<file path="src/rtl/mem_arb_pkg.sv">
// Shared types and constants for the two-port memory arbiter.
package mem_arb_pkg;

    typedef enum logic [1:0] {
        IDLE   = 2'd0,
        ACCESS = 2'd1,
        DONE   = 2'd2
    } arb_state_t;

    localparam logic PORT_CORE   = 1'b0;
    localparam logic PORT_LOADER = 1'b1;
    localparam int   WAIT_W      = 4;

endpackage

</file>
<file path="src/rtl/mem_arbiter_if.sv">
// Bundle of both master ports and the shared memory bus seen by the arbiter.
interface mem_arbiter_if #(
    parameter int AW = 12,
    parameter int DW = 16
);
    logic          req0, rnw0, gnt0, ack0;
    logic [AW-1:0] addr0;
    logic [DW-1:0] wdata0, rdata0;
    logic          req1, rnw1, gnt1, ack1;
    logic [AW-1:0] addr1;
    logic [DW-1:0] wdata1, rdata1;
    logic          mem_rq, mem_rnw;
    logic [AW-1:0] mem_addr;
    logic [DW-1:0] mem_wdata, mem_rdata;

    modport slave (
        input  req0, rnw0, addr0, wdata0, req1, rnw1, addr1, wdata1, mem_rdata,
        output gnt0, ack0, rdata0, gnt1, ack1, rdata1,
        output mem_rq, mem_rnw, mem_addr, mem_wdata
    );

    modport master (
        output req0, rnw0, addr0, wdata0, req1, rnw1, addr1, wdata1, mem_rdata,
        input  gnt0, ack0, rdata0, gnt1, ack1, rdata1,
        input  mem_rq, mem_rnw, mem_addr, mem_wdata
    );
endinterface

</file>
<file path="src/rtl/mem_arbiter_rr_pick2.sv">
// Two-way round-robin pick: a lone requester wins, a tie goes to the port that was not served last.
module rr_pick2 (
    input  logic req0,
    input  logic req1,
    input  logic last,
    output logic pick,
    output logic any
);
    assign any  = req0 | req1;
    assign pick = (req0 & req1) ? ~last : req1;
endmodule

</file>
<file path="src/rtl/mem_arbiter.sv">
// Shares one memory between the core (port 0) and the loader (port 1): latches the winning
// request, holds mem_rq for WAIT_STATES+1 cycles, then returns a one-cycle ack with read data.
module mem_arbiter
    import mem_arb_pkg::*;
#(
    parameter int WAIT_STATES = 1,
    parameter int AW          = 12,
    parameter int DW          = 16
) (
    input logic           clk,
    input logic           rst_n,
    mem_arbiter_if.slave  bus
);

    localparam logic [WAIT_W-1:0] WAIT_INIT = WAIT_W'(WAIT_STATES);

    arb_state_t        state_reg, state_next;
    logic              sel_reg, last_reg;
    logic [AW-1:0]     addr_reg;
    logic [DW-1:0]     wdata_reg;
    logic              rnw_reg;
    logic [WAIT_W-1:0] cnt_reg;
    logic              pick, any_req;
    logic [1:0]        gnt_vec, ack_vec;
    logic              mem_rq_next;
    logic              last_access;

    rr_pick2 u_pick (
        .req0 (bus.req0),
        .req1 (bus.req1),
        .last (last_reg),
        .pick (pick),
        .any  (any_req)
    );

    assign last_access = (state_reg == ACCESS) && (cnt_reg == '0);

    always_ff @(posedge clk or negedge rst_n) begin
        if (!rst_n) state_reg <= IDLE;
        else        state_reg <= state_next;
    end

    always_comb begin
        state_next  = state_reg;
        gnt_vec     = 2'b00;
        ack_vec     = 2'b00;
        mem_rq_next = 1'b0;
        case (state_reg)
            IDLE:    if (any_req) state_next = ACCESS;
            ACCESS: begin
                mem_rq_next = 1'b1;
                if (cnt_reg == '0) state_next = DONE;
            end
            DONE: begin
                ack_vec[sel_reg] = 1'b1;
                state_next       = IDLE;
            end
            default: state_next = IDLE;
        endcase
        if (state_reg != IDLE) gnt_vec[sel_reg] = 1'b1;
    end

    // Address/data are captured once at grant so mid-access changes by the master are ignored.
    always_ff @(posedge clk or negedge rst_n) begin
        if (!rst_n) begin
            sel_reg   <= PORT_CORE;
            last_reg  <= PORT_LOADER;
            addr_reg  <= '0;
            wdata_reg <= '0;
            rnw_reg   <= 1'b1;
            cnt_reg   <= '0;
        end else if (state_reg == IDLE && any_req) begin
            sel_reg   <= pick;
            last_reg  <= pick;
            addr_reg  <= pick ? bus.addr1  : bus.addr0;
            wdata_reg <= pick ? bus.wdata1 : bus.wdata0;
            rnw_reg   <= pick ? bus.rnw1   : bus.rnw0;
            cnt_reg   <= WAIT_INIT;
        end else if (state_reg == ACCESS && cnt_reg != '0) begin
            cnt_reg <= cnt_reg - 1'b1;
        end
    end

    genvar gi;
    generate
        for (gi = 0; gi < 2; gi++) begin : g_port
            logic [DW-1:0] rdata_reg;
            always_ff @(posedge clk or negedge rst_n) begin
                if (!rst_n)
                    rdata_reg <= '0;
                else if (last_access && rnw_reg && sel_reg == 1'(gi))
                    rdata_reg <= bus.mem_rdata;
            end
        end
    endgenerate

    assign bus.gnt0      = gnt_vec[0];
    assign bus.gnt1      = gnt_vec[1];
    assign bus.ack0      = ack_vec[0];
    assign bus.ack1      = ack_vec[1];
    assign bus.rdata0    = g_port[0].rdata_reg;
    assign bus.rdata1    = g_port[1].rdata_reg;
    assign bus.mem_rq    = mem_rq_next;
    assign bus.mem_rnw   = rnw_reg;
    assign bus.mem_addr  = addr_reg;
    assign bus.mem_wdata = wdata_reg;

endmodule
</file>
<file path="src/flat_wrapper.sv">
// flat-port wrapper written by rule: the top's interface ports become plain ports
module mem_arbiter_flat import mem_arb_pkg::*;
#(
    parameter int WAIT_STATES = 1,
    parameter int AW          = 12,
    parameter int DW          = 16
)
  (clk, rst_n, bus_req0, bus_rnw0, bus_addr0, bus_wdata0, bus_req1, bus_rnw1, bus_addr1, bus_wdata1, bus_mem_rdata, bus_gnt0, bus_ack0, bus_rdata0, bus_gnt1, bus_ack1, bus_rdata1, bus_mem_rq, bus_mem_rnw, bus_mem_addr, bus_mem_wdata);
  mem_arbiter_if #(.AW(AW), .DW(DW)) bus_i ();
  input logic clk;
  input logic rst_n;
  input wire logic [$bits(bus_i.req0)-1:0] bus_req0;
  input wire logic [$bits(bus_i.rnw0)-1:0] bus_rnw0;
  input wire logic [$bits(bus_i.addr0)-1:0] bus_addr0;
  input wire logic [$bits(bus_i.wdata0)-1:0] bus_wdata0;
  input wire logic [$bits(bus_i.req1)-1:0] bus_req1;
  input wire logic [$bits(bus_i.rnw1)-1:0] bus_rnw1;
  input wire logic [$bits(bus_i.addr1)-1:0] bus_addr1;
  input wire logic [$bits(bus_i.wdata1)-1:0] bus_wdata1;
  input wire logic [$bits(bus_i.mem_rdata)-1:0] bus_mem_rdata;
  output wire logic [$bits(bus_i.gnt0)-1:0] bus_gnt0;
  output wire logic [$bits(bus_i.ack0)-1:0] bus_ack0;
  output wire logic [$bits(bus_i.rdata0)-1:0] bus_rdata0;
  output wire logic [$bits(bus_i.gnt1)-1:0] bus_gnt1;
  output wire logic [$bits(bus_i.ack1)-1:0] bus_ack1;
  output wire logic [$bits(bus_i.rdata1)-1:0] bus_rdata1;
  output wire logic [$bits(bus_i.mem_rq)-1:0] bus_mem_rq;
  output wire logic [$bits(bus_i.mem_rnw)-1:0] bus_mem_rnw;
  output wire logic [$bits(bus_i.mem_addr)-1:0] bus_mem_addr;
  output wire logic [$bits(bus_i.mem_wdata)-1:0] bus_mem_wdata;
  assign bus_i.req0 = bus_req0;
  assign bus_i.rnw0 = bus_rnw0;
  assign bus_i.addr0 = bus_addr0;
  assign bus_i.wdata0 = bus_wdata0;
  assign bus_i.req1 = bus_req1;
  assign bus_i.rnw1 = bus_rnw1;
  assign bus_i.addr1 = bus_addr1;
  assign bus_i.wdata1 = bus_wdata1;
  assign bus_i.mem_rdata = bus_mem_rdata;
  assign bus_gnt0 = bus_i.gnt0;
  assign bus_ack0 = bus_i.ack0;
  assign bus_rdata0 = bus_i.rdata0;
  assign bus_gnt1 = bus_i.gnt1;
  assign bus_ack1 = bus_i.ack1;
  assign bus_rdata1 = bus_i.rdata1;
  assign bus_mem_rq = bus_i.mem_rq;
  assign bus_mem_rnw = bus_i.mem_rnw;
  assign bus_mem_addr = bus_i.mem_addr;
  assign bus_mem_wdata = bus_i.mem_wdata;
  mem_arbiter #(.WAIT_STATES(WAIT_STATES), .AW(AW), .DW(DW)) u_core (.clk(clk), .rst_n(rst_n), .bus(bus_i));
endmodule
</file>
<file path="config.mk">
export PLATFORM = sky130hd
export DESIGN_NAME = mem_arbiter_flat
export DESIGN_NICKNAME = d
export VERILOG_FILES = /design/src/rtl/mem_arb_pkg.sv /design/src/rtl/mem_arbiter_if.sv /design/src/rtl/mem_arbiter_rr_pick2.sv /design/src/rtl/mem_arbiter.sv /design/src/flat_wrapper.sv
export SDC_FILE = /design/constraint.sdc
export NUM_CORES = 1
export LEC_CHECK = 0
export ABC_AREA = 1
export ABC_CLOCK_PERIOD_IN_PS = 2100
export BUFFER_PORTS_ARGS = -buffer_cell sky130_fd_sc_hd__buf_2
export CAP_MARGIN = 20
export CORE_MARGIN = 4
export CORE_UTILIZATION = 47
export DETAILED_ROUTE_END_ITERATION = 12
export MAX_ROUTING_LAYER = met4
export PLACE_DENSITY = 0.79
export SLEW_MARGIN = 25
export SYNTH_ARGS = -nofsm -noshare
export SYNTH_HDL_FRONTEND = slang
export SYNTH_SLANG_ARGS = --single-unit
</file>
<file path="constraint.sdc">
create_clock -name clk -period 2.1 [get_ports clk]
set_clock_uncertainty 0.05 [all_clocks]
set_input_delay 0.105 -clock clk [delete_from_list [all_inputs] [get_ports clk]]
set_output_delay 0.105 -clock clk [all_outputs]
set_load 0.005 [all_outputs]
</file>
# Word-level counts from Yosys, hierarchy flattened
# Index checks and enable logic that the tools add are counted.
# word_totals
wordCells	47
input_bits	78
output_inout_bits	66
reg_bits	69
# classes
addsub	1
mux	14
reduce_logical	13
bitwise_logic	4
n_eq_ne	4
order_cmp	2
# ops
cell	count
16-bit 2-to-1 mux	1
12-bit 2-to-1 mux	1
2-bit 2-to-1 mux	4
4-bit 2-to-1 mux	2
1-bit logical AND	7
4-bit logical NOT	1
1-bit 2-to-1 mux	4
2-bit case mux with 2 select lines	1
2-bit nonzero test	2
4-bit nonzero test	1
4-bit by 1-bit subtractor with 4-bit output, second input constant	1
2-bit by 1-bit == test with 1-bit output, second input constant	1
2-bit == test, second input constant	1
2-bit logical NOT	1
1-bit by 2-bit less-than comparator with 1-bit output, second input constant	1
2-bit by 1-bit inequality test with 1-bit output, second input constant	1
2-bit inequality test, second input constant	1
1-bit NOT	2
2-bit AND reduction	1
1-bit bitwise AND	1
1-bit demux with 1-bit select	1
1-bit >= comparator, second input constant	1
1-bit OR	1

# Logic depth before layout (Yosys ltp)
# Gate-level depths: netlist of the first run.
# logic_depth
word_depth	5
ltp_mapped	8
mapped_depth_nobuf	7

# Cells and area by module
# From an unflattened synthesis of the first run, not the netlist that was laid out.
# unflattened
cells_unflattened	385
hier_area_um2	3221.8
# by_module_without_submodules
mod	cells_per_inst	seq_area_each_um2	n_inst	area_per_inst_um2
mem_arbiter	382	1729.2	1	3206.8
rr_pick2	3	0.0	1	15.0

# Least setup slack after synthesis of the first run
# Ideal clock, no wire load.
# synth_timing
path_type	register to register
from	reg u_core.cnt_reg[0]
to	reg u_core.g_port[0].rdata_reg[10], in the netlist u_core.bus.rdata0[10]
n_path_buf	1
synth_period_minus_slack_ns	1.472
path_stages_with_launch	9
slack_ns	0.628
required_time_ns	1.933
setup_ns	0.117
arrival_ns	1.304
path_cell_list	dfrtp_1 > inv_1 > ha_1 > nand2_1 > nor2_2 > nand4_4 > buf_6 > nand2_1 > nand2_1
# synth_via
elab_chain_len	4
# synth_rtl
element	line_no	source
from (decl)	mem_arbiter.sv:22	logic [WAIT_W-1:0] cnt_reg;
from (signal assigned)	mem_arbiter.sv:80	cnt_reg <= cnt_reg - 1'b1;
4-bit logical NOT	mem_arbiter.sv:36	assign last_access = (state_reg == ACCESS) && (cnt_reg == '0);
1-bit logical AND	mem_arbiter.sv:36	
1-bit logical AND (2 in series)	mem_arbiter.sv:91	else if (last_access && rnw_reg && sel_reg == 1'(gi))
to (signal assigned)	mem_arbiter.sv:92	rdata_reg <= bus.mem_rdata;
to (decl)	mem_arbiter.sv:87	logic [DW-1:0] rdata_reg;
# Every way passes these cells.
# A chain may end at the register's enable or synchronous reset.

# Worst setup path after layout of the first run
# layout_timing
from	reg u_core.cnt_reg[0]
to	reg u_core.g_port[1].rdata_reg[14], in the netlist u_core.bus.rdata1[14]
# layout_via
elab_chain_len	4
# layout_rtl
element	line_no
4-bit logical NOT	mem_arbiter.sv:36
1-bit logical AND	mem_arbiter.sv:36
1-bit logical AND (2 in series)	mem_arbiter.sv:91
to (signal assigned)	mem_arbiter.sv:92
to (decl)	mem_arbiter.sv:87
# Every way passes these cells.

==> results of run 1 <==
[cell usage after synthesis]
| cell type | count |
|---|---|
| inv_2 | 3 |
| nand4_1 | 33 |
| dfrtp_1 | 67 |
| clkbuf_1 | 2 |
| dfstp_2 | 2 |
| o21ai_1 | 1 |
| buf_6 | 6 |
| nor2_1 | 3 |
| a21oi_1 | 1 |
| nand4_4 | 2 |
| o211ai_1 | 29 |
| xor2_1 | 1 |
| nor2_2 | 3 |
| ha_1 | 2 |
| nand2_2 | 3 |
| nor3_1 | 2 |
| inv_1 | 33 |
| o21ai_0 | 2 |
| nand2_1 | 162 |
| buf_4 | 4 |
| buf_2 | 13 |
| nand3_1 | 6 |
| o21ai_4 | 1 |
| nor2_4 | 1 |
[stage by stage]
stage	hold slack [ns]	cell area (sq um)	cells	util (%)	total power, mW
after floorplan	-0.241	3280	382	-	4.06
after global placement	0.0419	4020	603	59.2	4.99
after global routing	0.0276	4710	665	69.3	6.88
final	0.0170	4710	665	69.3	6.37
after detailed placement	0.0486	4020	603	59.2	5.09
after CTS	0.0103	4710	665	69.3	6.39
[worst reg2reg max path, cell delays in order, from the launching register on]
cell	delay (ns)
dfrtp_1	0.36
inv_1	0.14
ha_1	0.23
nand2_1	0.08
nor2_2	0.19
nand4_4	0.26
nand2_1	0.16
nand2_1	0.07
[report_power, final]
part / total (mW) / leakage [nW] / internal, mW / switching, mW
sequential: 2.46 / 0.820 / 2.02 / 0.438
clock: 1.22 / 0.116 / 0.730 / 0.486
combinational: 2.69 / 1.67 / 1.10 / 1.59
total: 6.37 / 2.60 / 3.85 / 2.51
[worst min-delay path by stage]
stage | slack [ns] | depth (start not counted) | end
final | 0.02 | 3 | u_core.last_reg$_DFFE_PN1P_
after global routing | 0.03 | 3 | u_core.last_reg$_DFFE_PN1P_
after CTS | 0.01 | 3 | u_core.last_reg$_DFFE_PN1P_
after detailed placement | 0.05 | 1 | u_core.bus.rdata1[10]$_DFFE_PN0P_
after global placement | 0.04 | 1 | u_core.bus.rdata1[10]$_DFFE_PN0P_
after floorplan | -0.24 | 0 | u_core.bus.mem_addr[0]$_DFFE_PN0P_
[cells by family (layout without fill, tap and decap cells)]
group / after synthesis / count (layout) / synth area share [%]
simple gates: 215 / 215 / 29.2
buf+inv: 61 / 248 / 9.31
flops: 69 / 69 / 52.7
xor+xnor: 1 / 1 / 0.267
compound gates: 34 / 34 / 7.75
fa+ha+maj: 2 / 2 / 0.763
[cell type report]
| type | count | area (sq um) | area share, % |
|---|---|---|---|
| Timing Repair Buffer | 196 | 1250 | 26.6 |
| Multi-Input combinational cell | 252 | 1240 | 26.4 |
| Inverter | 36 | 135 | 2.87 |
| Sequential cell | 69 | 1730 | 36.7 |
| Tap cell | 96 | 120 | 2.55 |
| Clock buffer | 12 | 155 | 3.30 |
| Clock inverter | 4 | 70.1 | 1.49 |
[timing repair]
item | 4_1_cts | 5_1_grt
hold buffers | 46 | 0
resized for setup | 0 | 0
endpoints found under the hold margin | 78 | 0
[routing by layer]
metal / up-vias / routed length [microns] / global-route usage (%)
li1: 1609 / - / -
met1: 1494 / 3810 / 29.6
met2: 170 / 4420 / 35.5
met3: 18 / 776 / 4.81
met4: 0 / 177 / 8.92
met5: - / 0 / -
==> flow_metrics.env, run 1 <==
export IMPL_rr_worst_depth=7
export IMPL_cts_buffers=9
export IMPL_synth_seq_cells=69
export IMPL_cp_num_buf_inv=1
export IMPL_area_delta_synth_final_pct=43.6
export IMPL_finalWirelength_microns=9180
export IMPL_cts_tree="done"
export IMPL_layout_commonest_cell="nand2_1"
export IMPL_grt_overflow=0
export IMPL_endpoint="u_core.bus.rdata1[14]$_DFFE_PN0P_"
export IMPL_die_area_sq_um=8380
export IMPL_synth_area_sq_um=3280
export IMPL_crit_required_ns=2.27
export IMPL_slew_violations=0
export IMPL_htreeDepth=3
export IMPL_post_route_period_util_pct=78.1
export IMPL_crit_top_cell="nand2_1"
export IMPL_rows=30
export IMPL_final_cell_mix="nand2_1, buf_2, dfrtp_1"
export IMPL_r2r_start="u_core.cnt_reg[0]$_DFFE_PN0P_"
export IMPL_crit_family="simple AND/OR/NAND/NOR gates"
export IMPL_startpoint_type="register"
export IMPL_yosys_warnings=0
export IMPL_setup_viol_count_final=0
export IMPL_synth_cell_types=24
export IMPL_critical_path_class="register to register"
export IMPL_clk_pin_slew_ns=0.07
export IMPL_worst_pin_slew_ns=0.510
export IMPL_setup_tns_final_ns=0
export IMPL_ys_seq_area_share_pct=52.7
export IMPL_via_per_inst=4.95
export IMPL_port_buffers=143
export IMPL_syn_area_per_cell_sq_um=8.58
export IMPL_max_cap_viol_count=0
export IMPL_layout_setup_ws_ns=0.460
export IMPL_cts_sinks=69
export IMPL_layout_nets=644
export IMPL_start_util_pct=48.3
export IMPL_drt_iter0_drc=191
export IMPL_grt_total_usage_pct=22.9
export IMPL_routabilityCongestion=0.808
export IMPL_cts_buffer_depth=2
export IMPL_rsz0062_at_grt="no"
export IMPL_fp_coreArea_sq_um=6790
export IMPL_hold_viol=0
export IMPL_synthCells=382
export IMPL_design_portCount=144
export IMPL_max_slew_margin_rel_pct=66.0
export IMPL_antenna_found_initial=0
export IMPL_pre_cts_slack_ns=0.471
export IMPL_status="complete, no violations"
export IMPL_holdCritStartpoint="bus_req1"
export IMPL_clock_latency_ns=0.34
export IMPL_grt_pass1_wl_microns=15200
export IMPL_arrival_ns=1.81
export IMPL_root_buffer="clkbuf_8"
export IMPL_rrSetupSlack_ns=0.46
export IMPL_period_needed_ns=1.64
export IMPL_syn_nets=462
export IMPL_die_w_microns=91.5
export IMPL_timing_fmax_mhz=610
export IMPL_die_y_microns=91.5
export IMPL_startpoint="u_core.cnt_reg[0]$_DFFE_PN0P_"
export IMPL_critPathMaxStageDelay_ns=0.36
export IMPL_cp_depth=7
export IMPL_filler_cell_count=527
export IMPL_drc_errors=0
export IMPL_drive_gt1_share_pct=31.6
export IMPL_p_leak_nw=2.60
export IMPL_worstPathCellList="inv_1 > ha_1 > nand2_1 > nor2_2 > nand4_4 > nand2_1 > nand2_1"
export IMPL_synth_area_top_cells="dfrtp_1, nand2_1, o211ai_1"
export IMPL_r2r_end="u_core.bus.rdata1[14]$_DFFE_PN0P_"
export IMPL_yosysTopAreaCell="dfrtp_1"
export IMPL_vias=3291
export IMPL_ant_nets=0
export IMPL_grt_max_degree=50
export IMPL_firstDrtPassIters=4
export IMPL_cp_slowest_cell="dfrtp_1"
export IMPL_power_density_nw_per_um2=1350
export IMPL_post_cts_setup_buffers=0
export IMPL_grt_pass1_vias=3205
export IMPL_synth_top_cell_area_share_pct=51.1
export IMPL_n_antenna_cell=0
export IMPL_critPathMaxFanout=16
export IMPL_hp_class="primary input to register"
export IMPL_routedWlPerCell_microns=13.8
export IMPL_end_kind="register"
export IMPL_dp_hpwl_microns=5950
export IMPL_worst_ir_drop_vdd_mv=0.645
(Power assumes the default switching activity.)
==> run 2: changes to the inputs <==
--- a/config.mk
+++ b/config.mk
@@ -5,15 +5,15 @@
 export SDC_FILE = /design/constraint.sdc
 export NUM_CORES = 1
 export LEC_CHECK = 0
-export ABC_AREA = 1
-export ABC_CLOCK_PERIOD_IN_PS = 2100
+export ABC_AREA = 0
+export ABC_CLOCK_PERIOD_IN_PS = 1450
 export BUFFER_PORTS_ARGS = -buffer_cell sky130_fd_sc_hd__buf_2
 export CAP_MARGIN = 20
 export CORE_MARGIN = 4
-export CORE_UTILIZATION = 47
+export CORE_UTILIZATION = 42
 export DETAILED_ROUTE_END_ITERATION = 12
 export MAX_ROUTING_LAYER = met4
-export PLACE_DENSITY = 0.79
+export PLACE_DENSITY = 0.76
 export SLEW_MARGIN = 25
 export SYNTH_ARGS = -nofsm -noshare
 export SYNTH_HDL_FRONTEND = slang
==> constraint.sdc (replaced) <==
create_clock -name clk -period 1.45 [get_ports clk]
set_clock_uncertainty 0.05 [all_clocks]
set_input_delay 0.0725 -clock clk [delete_from_list [all_inputs] [get_ports clk]]
set_output_delay 0.0725 -clock clk [all_outputs]
set_load 0.005 [all_outputs]
==> run 2 against run 1 <==
Against the previous run: the flow now finishes with violations (design-rule violations, negative setup slack); wire length up 17%; area after synthesis shrank 6.8%; utilization increased by 9.9 points; sequential power grew 40%; die area rose by 4.0%; via count is 7.8% lower; flip-flop and latch count is the same; count of clock-buffer cells in the layout fell by 1; critical path type unchanged; largest cell class is now buffers.
==> flow_metrics.env, run 2 <==
export IMPL_design_portCount=144
export IMPL_rows=30
export IMPL_fin_util_pct=79.2
export IMPL_synth_top_cell_area_share_pct=54.8
export IMPL_die_y_microns=93.3
export IMPL_yosys_top_cells_count="dfrtp_1, o21ai_0, mux2i_1, mux2_2, clkbuf_1"
export IMPL_grt_pass1_vias=3342
export IMPL_timing_fmax_mhz=538
export IMPL_fin_area_sq_um=5500
export IMPL_antenna_found_initial=0
export IMPL_hp_class="primary input to register"
export IMPL_final_cell_mix="buf_2, dlygate4sd3_1, dfrtp_1"
export IMPL_finalWirelength_microns=10700
export IMPL_die_area_sq_um=8710
export IMPL_end_kind="register"
export IMPL_dp_hpwl_microns=5730
export IMPL_setup_viol_count_final=54
export IMPL_ant_nets=0
export IMPL_routabilityCongestion=0.754
export IMPL_violations="design-rule violations, negative setup slack"
export IMPL_ys_seq_area_share_pct=56.5
export IMPL_status="finished with violations"
export IMPL_drc_errors=2
export IMPL_syn_area_per_cell_sq_um=12.6
export IMPL_power_density_nw_per_um2=1910
export IMPL_post_route_period_util_pct=128
export IMPL_grt_overflow=0
export IMPL_crit_required_ns=1.63
export IMPL_syn_nets=323
export IMPL_start_util_pct=44.0
export IMPL_drive_gt1_share_pct=57.3
export IMPL_area_delta_synth_final_pct=79.8
export IMPL_synth_edf_count=0
export IMPL_synth_async_reset_ratio_pct=100
export IMPL_cts_buffers=9
export IMPL_holdWs_ns=0.120
export IMPL_fp_coreArea_sq_um=6940
export IMPL_hold_viol=0
export IMPL_synth_ff_type="dfrtp_1"
export IMPL_clock_latency_ns=0.34
export IMPL_critical_path_class="register to register"
export IMPL_arrival_ns=2.03
export IMPL_vias=3033
export IMPL_yosysTopAreaCell="dfrtp_1"
export IMPL_period_needed_ns=1.86
export IMPL_worst_ir_drop_vdd_mv=0.893
export IMPL_pre_cts_slack_ns=-0.448
export IMPL_rsz0062_at_grt="yes"
export IMPL_startpoint_type="register"
export IMPL_setup_tns_final_ns=-13.61
export IMPL_synth_cell_types=30
export IMPL_grt_pass1_wl_microns=16600
export IMPL_via_per_inst=5.09
export IMPL_cts_tree="done"
export IMPL_firstDrtPassIters=8
export IMPL_grt_total_usage_pct=25.2
export IMPL_drt_iter0_drc=98
export IMPL_die_w_microns=93.3
export IMPL_synth_seq_cells=69
export IMPL_layout_commonest_cell="buf_2"
export IMPL_worst_pin_slew_ns=0.570
export IMPL_port_buffers=143
export IMPL_layout_setup_ws_ns=-0.408
export IMPL_min_path_cells=4
export IMPL_synth_area_top_cells="dfrtp_1, o21ai_0, mux2i_1"
export IMPL_htreeDepth=3
export IMPL_placed_cell_area_sq_um=4070
export IMPL_critPathMaxFanout=8
export IMPL_max_slew_margin_rel_pct=62.0
export IMPL_slew_violations=0
export IMPL_yosys_warnings=0
export IMPL_synthCells=243
export IMPL_yosysMostFrequentCell="dfrtp_1"
export IMPL_layout_nets=574
export IMPL_root_buffer="clkbuf_8"
export IMPL_routedWlPerCell_microns=18.0
export IMPL_rr_worst_depth=3
export IMPL_cts_buffer_depth=2
export IMPL_cts_sinks=69
export IMPL_grt_max_degree=22
export IMPL_p_leak_nw=2.74
export IMPL_clk_pin_slew_ns=0.08
export IMPL_synth_area_sq_um=3060
export IMPL_max_cap_viol_count=0
run 2: final cells by class:
type                       count  area (sq um)
timing repair buffer         256          1960
sequential                    69          1730
tap                           96           120
clock buffer                  11           141
inverter                       3          11.3
multi-input combinational    155          1470
clock inverter                 5          58.8
fill                         405          1450
antenna                        1          2.50
run 2: per-stage QoR:
step / power [mW] / cells
2_1_floorplan: 5.12 / 243
3_3_place_gp: 6.86 / 490
3_5_place_dp: 7.02 / 490
4_1_cts: 10.0 / 590
5_1_grt: 11.1 / 595
6_report: 10.5 / 596
run 2: power by group:
| group | switching (mW) | total [mW] | internal, mW |
|---|---|---|---|
| Clock | 0.746 | 1.59 | 0.845 |
| Combinational | 2.35 | 5.48 | 3.13 |
| Sequential | 0.576 | 3.44 | 2.86 |
run 2: worst max-delay path, cell delays in order, from the launching register on:
cell	delay, ns
dfrtp_1	0.40
or3b_4	0.42
or4_4	0.54
mux2_4	0.33
run 2: path summary, 6_finish.rpt:
check | slack [ns] | to | start
worst max-delay path | -0.41 | u_core.bus.rdata0[8]$_DFFE_PN0P_ | u_core.cnt_reg[2]$_DFFE_PN0P_
worst min-delay path | 0.12 | u_core.bus.mem_rnw$_DFFE_PN1P_ | bus_req0
worst max register to register | -0.41 | u_core.bus.rdata0[8]$_DFFE_PN0P_ | u_core.cnt_reg[2]$_DFFE_PN0P_
worst min register to register | 0.44 | u_core.last_reg$_DFFE_PN1P_ | u_core.last_reg$_DFFE_PN1P_
max in group asynchronous | 0.58 | u_core.bus.rdata0[11]$_DFFE_PN0P_ | rst_n
min in group asynchronous | 0.21 | u_core.cnt_reg[3]$_DFFE_PN0P_ | rst_n
run 2: logic make-up (layout without fill, tap and decap cells):
group | count (synthesis) | in the layout | share of synthesized area [%]
and+or+nand+nor | 19 | 20 | 4.09
buffers and inverters | 20 | 275 | 3.35
DFF | 69 | 69 | 56.5
adders and majority gates | 2 | 2 | 0.818
other | 0 | 1 | 0
muxes | 63 | 63 | 23.2
AOI/OAI and AO/OA | 70 | 70 | 12.0
run 2: metal layers:
metal	share of wire, %	track usage, %	up-vias
li1	-	-	1382
met1	40	29.9	1462
met2	50	41.9	167
met3	7.7	5.71	22
met4	1.9	9.65	0
met5	0	-	-
run 2: repair_timing:
item                       CTS  global route
setup buffers                4             8
hold buffers                75             0
hold endpoints to repair    76             0
pin swaps                   25            14
setup endpoints to repair   56            73
resized for setup          108            36
cloned                       5             0
==> run 3: changes to the inputs <==
--- a/config.mk
+++ b/config.mk
@@ -13,8 +13,9 @@
 export CORE_UTILIZATION = 42
 export DETAILED_ROUTE_END_ITERATION = 12
 export MAX_ROUTING_LAYER = met4
-export PLACE_DENSITY = 0.76
+export PLACE_DENSITY = 0.77
 export SLEW_MARGIN = 25
 export SYNTH_ARGS = -nofsm -noshare
 export SYNTH_HDL_FRONTEND = slang
+export SYNTH_HIERARCHICAL = 1
 export SYNTH_SLANG_ARGS = --single-unit
==> run 3 against run 2 <==
Against the previous run: the run ends with negative hold slack, negative setup slack left; sequential power grew 1%; register-to-register slack worse by 0.02 ns; clock power barely moved; highest routed layer unchanged.
==> flow_metrics.env, run 3 <==
export IMPL_clk_pin_slew_ns=0.07
export IMPL_synth_area_top_cells="dfrtp_1, mux2i_1, mux2_2"
export IMPL_dp_cells=484
export IMPL_drt_iter0_drc=75
export IMPL_ant_nets=0
export IMPL_yosys_area_share_xor_xnor_pct=0
export IMPL_r2r_end="u_core/bus.rdata0[9]$_DFFE_PN0P_"
export IMPL_critical_path_class="register to register"
export IMPL_layout_commonest_cell="buf_2"
export IMPL_grt_pass1_wl_microns=16200
export IMPL_routedWlPerCell_microns=18.2
export IMPL_synth_async_reset_ratio_pct=100
export IMPL_status="finished with violations"
export IMPL_grt_pass1_vias=3252
export IMPL_synth_fa_ha_area_share_pct=0.834
export IMPL_min_path_cells=3
export IMPL_syn_nets=320
export IMPL_r2r_start="u_core/state_reg[1]$_DFFE_PN0P_"
export IMPL_layout_nets=568
export IMPL_p_leak_nw=2.74
export IMPL_vias=2939
export IMPL_drive_gt1_share_pct=50.9
export IMPL_rows=30
export IMPL_layout_setup_ws_ns=-0.425
export IMPL_firstDrtPassIters=4
export IMPL_synth_edf_count=0
export IMPL_max_slew_margin_rel_pct=75.2
export IMPL_dp_hpwl_microns=5260
export IMPL_synthMuxAreaShare_pct=23.6
export IMPL_final_cell_mix="buf_2, dlygate4sd3_1, dfrtp_1"
export IMPL_cp_slowest_cell="or4_4"
export IMPL_cts_tree="done"
export IMPL_setup_viol_count_final=66
export IMPL_hold_viol=1
export IMPL_period_needed_ns=1.87
export IMPL_worstPathCellList="or3b_4 > or4_4 > mux2_4"
export IMPL_drc_errors=0
export IMPL_yosys_top_cells_count="dfrtp_1, nand2_1, mux2i_1, o21ai_0, mux2_2"
export IMPL_critPathMaxFanout=8
export IMPL_min_to="u_core/bus.mem_addr[11]$_DFFE_PN0P_"
export IMPL_max_cap_viol_count=0
export IMPL_rrSetupSlack_ns=-0.42
export IMPL_yosysMostFrequentCell="dfrtp_1"
export IMPL_worst_ir_drop_vdd_mv=0.946
export IMPL_die_y_microns=92.5
export IMPL_yosysTopAreaCell="dfrtp_1"
export IMPL_pre_cts_slack_ns=-0.503
export IMPL_timing_fmax_mhz=533
export IMPL_clock_latency_ns=0.34
export IMPL_die_area_sq_um=8560
export IMPL_cts_buffer_depth=2
export IMPL_power_density_nw_per_um2=1910
export IMPL_violations="negative hold slack, negative setup slack"
export IMPL_rr_worst_depth=3
export IMPL_synth_seq_cells=69
export IMPL_antenna_found_initial=0
export IMPL_rsz0062_at_grt="yes"
export IMPL_area_delta_synth_final_pct=77.1
export IMPL_syn_area_per_cell_sq_um=12.5
export IMPL_synth_top_family_by_area="multiplexers"
export IMPL_synth_cell_types=31
export IMPL_grt_overflow=0
export IMPL_fp_coreArea_sq_um=6870
export IMPL_critPathMaxStageDelay_ns=0.55
export IMPL_end_kind="register"
export IMPL_cts_buffers=9
export IMPL_ys_seq_area_share_pct=57.6
export IMPL_design_portCount=144
export IMPL_holdWs_ns=-0.000307
export IMPL_routabilityCongestion=0.741
export IMPL_synthCells=240
export IMPL_stdcell_count=589
export IMPL_synth_simple_area_share_pct=8.67
export IMPL_n_antenna_cell=0
export IMPL_htreeDepth=3
export IMPL_slew_violations=0
export IMPL_die_w_microns=92.5
export IMPL_fin_util_pct=77.3
export IMPL_synth_ff_type="dfrtp_1"
export IMPL_grt_max_degree=70
export IMPL_start_util_pct=43.7
export IMPL_worst_pin_slew_ns=0.373
export IMPL_arrival_ns=2.05
export IMPL_setup_tns_final_ns=-17.45
export IMPL_startpoint_type="register"
export IMPL_root_buffer="clkbuf_8"
export IMPL_post_route_period_util_pct=129
export IMPL_port_buffers=143
export IMPL_grt_total_usage_pct=25.1
export IMPL_yosys_warnings=6
export IMPL_synth_compound_area_share_pct=6.30
export IMPL_cts_sinks=69
export IMPL_via_per_inst=4.99
export IMPL_synth_area_sq_um=3000
export IMPL_hp_class="primary input to register"
export IMPL_crit_required_ns=1.63
export IMPL_synth_top_cell_area_share_pct=55.9
export IMPL_holdCritStartpoint="bus_addr1[11]"
export IMPL_finalWirelength_microns=10700
-- run 3: changes by cell type after synthesis, moves of 2 or more --
cell / delta
o21ai_1: -3
buf_2: -2
nand2_1: +35
clkbuf_1: -2
o21ai_0: -33
-- run 3: cell type report --
cell class	instances	area, sq um
flip-flops and latches	69	1730
repair buffers	250	1890
multi-input cells	155	1360
inverters	3	11.3
clock buffers	10	138
fillers	424	1560
well taps	96	120
clock inverters	6	62.6
-- run 3: cell families (layout without fill, tap and decap cells) --
| logic type | count (synthesis) | after routing |
|---|---|---|
| AOI/OAI and AO/OA | 35 | 35 |
| adders and majority gates | 2 | 2 |
| buffers and inverters | 17 | 269 |
| DFF | 69 | 69 |
| muxes | 63 | 63 |
| and+or+nand+nor | 54 | 55 |
-- run 3: how the worst max path moves through the flow --
stage,cells past startpoint,startpoint,end,slack (ns)
4_1_cts,3,u_core/cnt_reg[2]$_DFFE_PN0P_,u_core/bus.rdata0[9]$_DFFE_PN0P_,-0.49
2_1_floorplan,5,u_core/state_reg[1]$_DFFE_PN0P_,u_core/bus.rdata0[10]$_DFFE_PN0P_,-0.57
3_3_place_gp,3,u_core/cnt_reg[2]$_DFFE_PN0P_,u_core/bus.rdata0[8]$_DFFE_PN0P_,-0.47
5_1_grt,5,u_core/state_reg[1]$_DFFE_PN0P_,u_core/bus.rdata1[9]$_DFFE_PN0P_,-0.48
3_5_place_dp,3,u_core/cnt_reg[2]$_DFFE_PN0P_,u_core/bus.rdata0[9]$_DFFE_PN0P_,-0.50
6_report,3,u_core/state_reg[1]$_DFFE_PN0P_,u_core/bus.rdata0[9]$_DFFE_PN0P_,-0.42
-- run 3: critical path, delay by kind of cell (launching register included) --
family / cells / cell delay (ns)
mux: 1 / 0.34
flops: 1 / 0.39
simple gates: 2 / 0.98
-- run 3: where the power goes --
part           switching (mW)  leakage [nW]  internal [mW]
clock                   0.725         0.106          0.838
combinational            2.18          1.79           2.93
sequential              0.586         0.850           2.91
-- run 3: routing by layer --
| layer | global-route usage [%] | up-vias | wire [microns] |
|---|---|---|---|
| met2 | 42.1 | 161 | 5260 |
| met4 | 10.0 | 0 | 265 |
| met3 | 7.47 | 32 | 914 |
| met1 | 28.1 | 1420 | 4260 |
| met5 | - | - | 0 |
| li1 | - | 1326 | - |
-- run 3: stage by stage --
step	total power, mW	area, sq um
finish	10.2	5310
floorplan	5.30	3060
CTS	9.53	5180
global route	10.8	5310
detailed placement	6.98	3960
global placement	6.81	3960
-- run 3: what timing repair did --
action	4_1_cts	5_1_grt
gates resized for setup	53	34
setup buffers	9	4
cloned	5	2
pin swaps	5	8
hold buffers	73	1
hold endpoints to repair	128	1
setup endpoints to repair	67	73
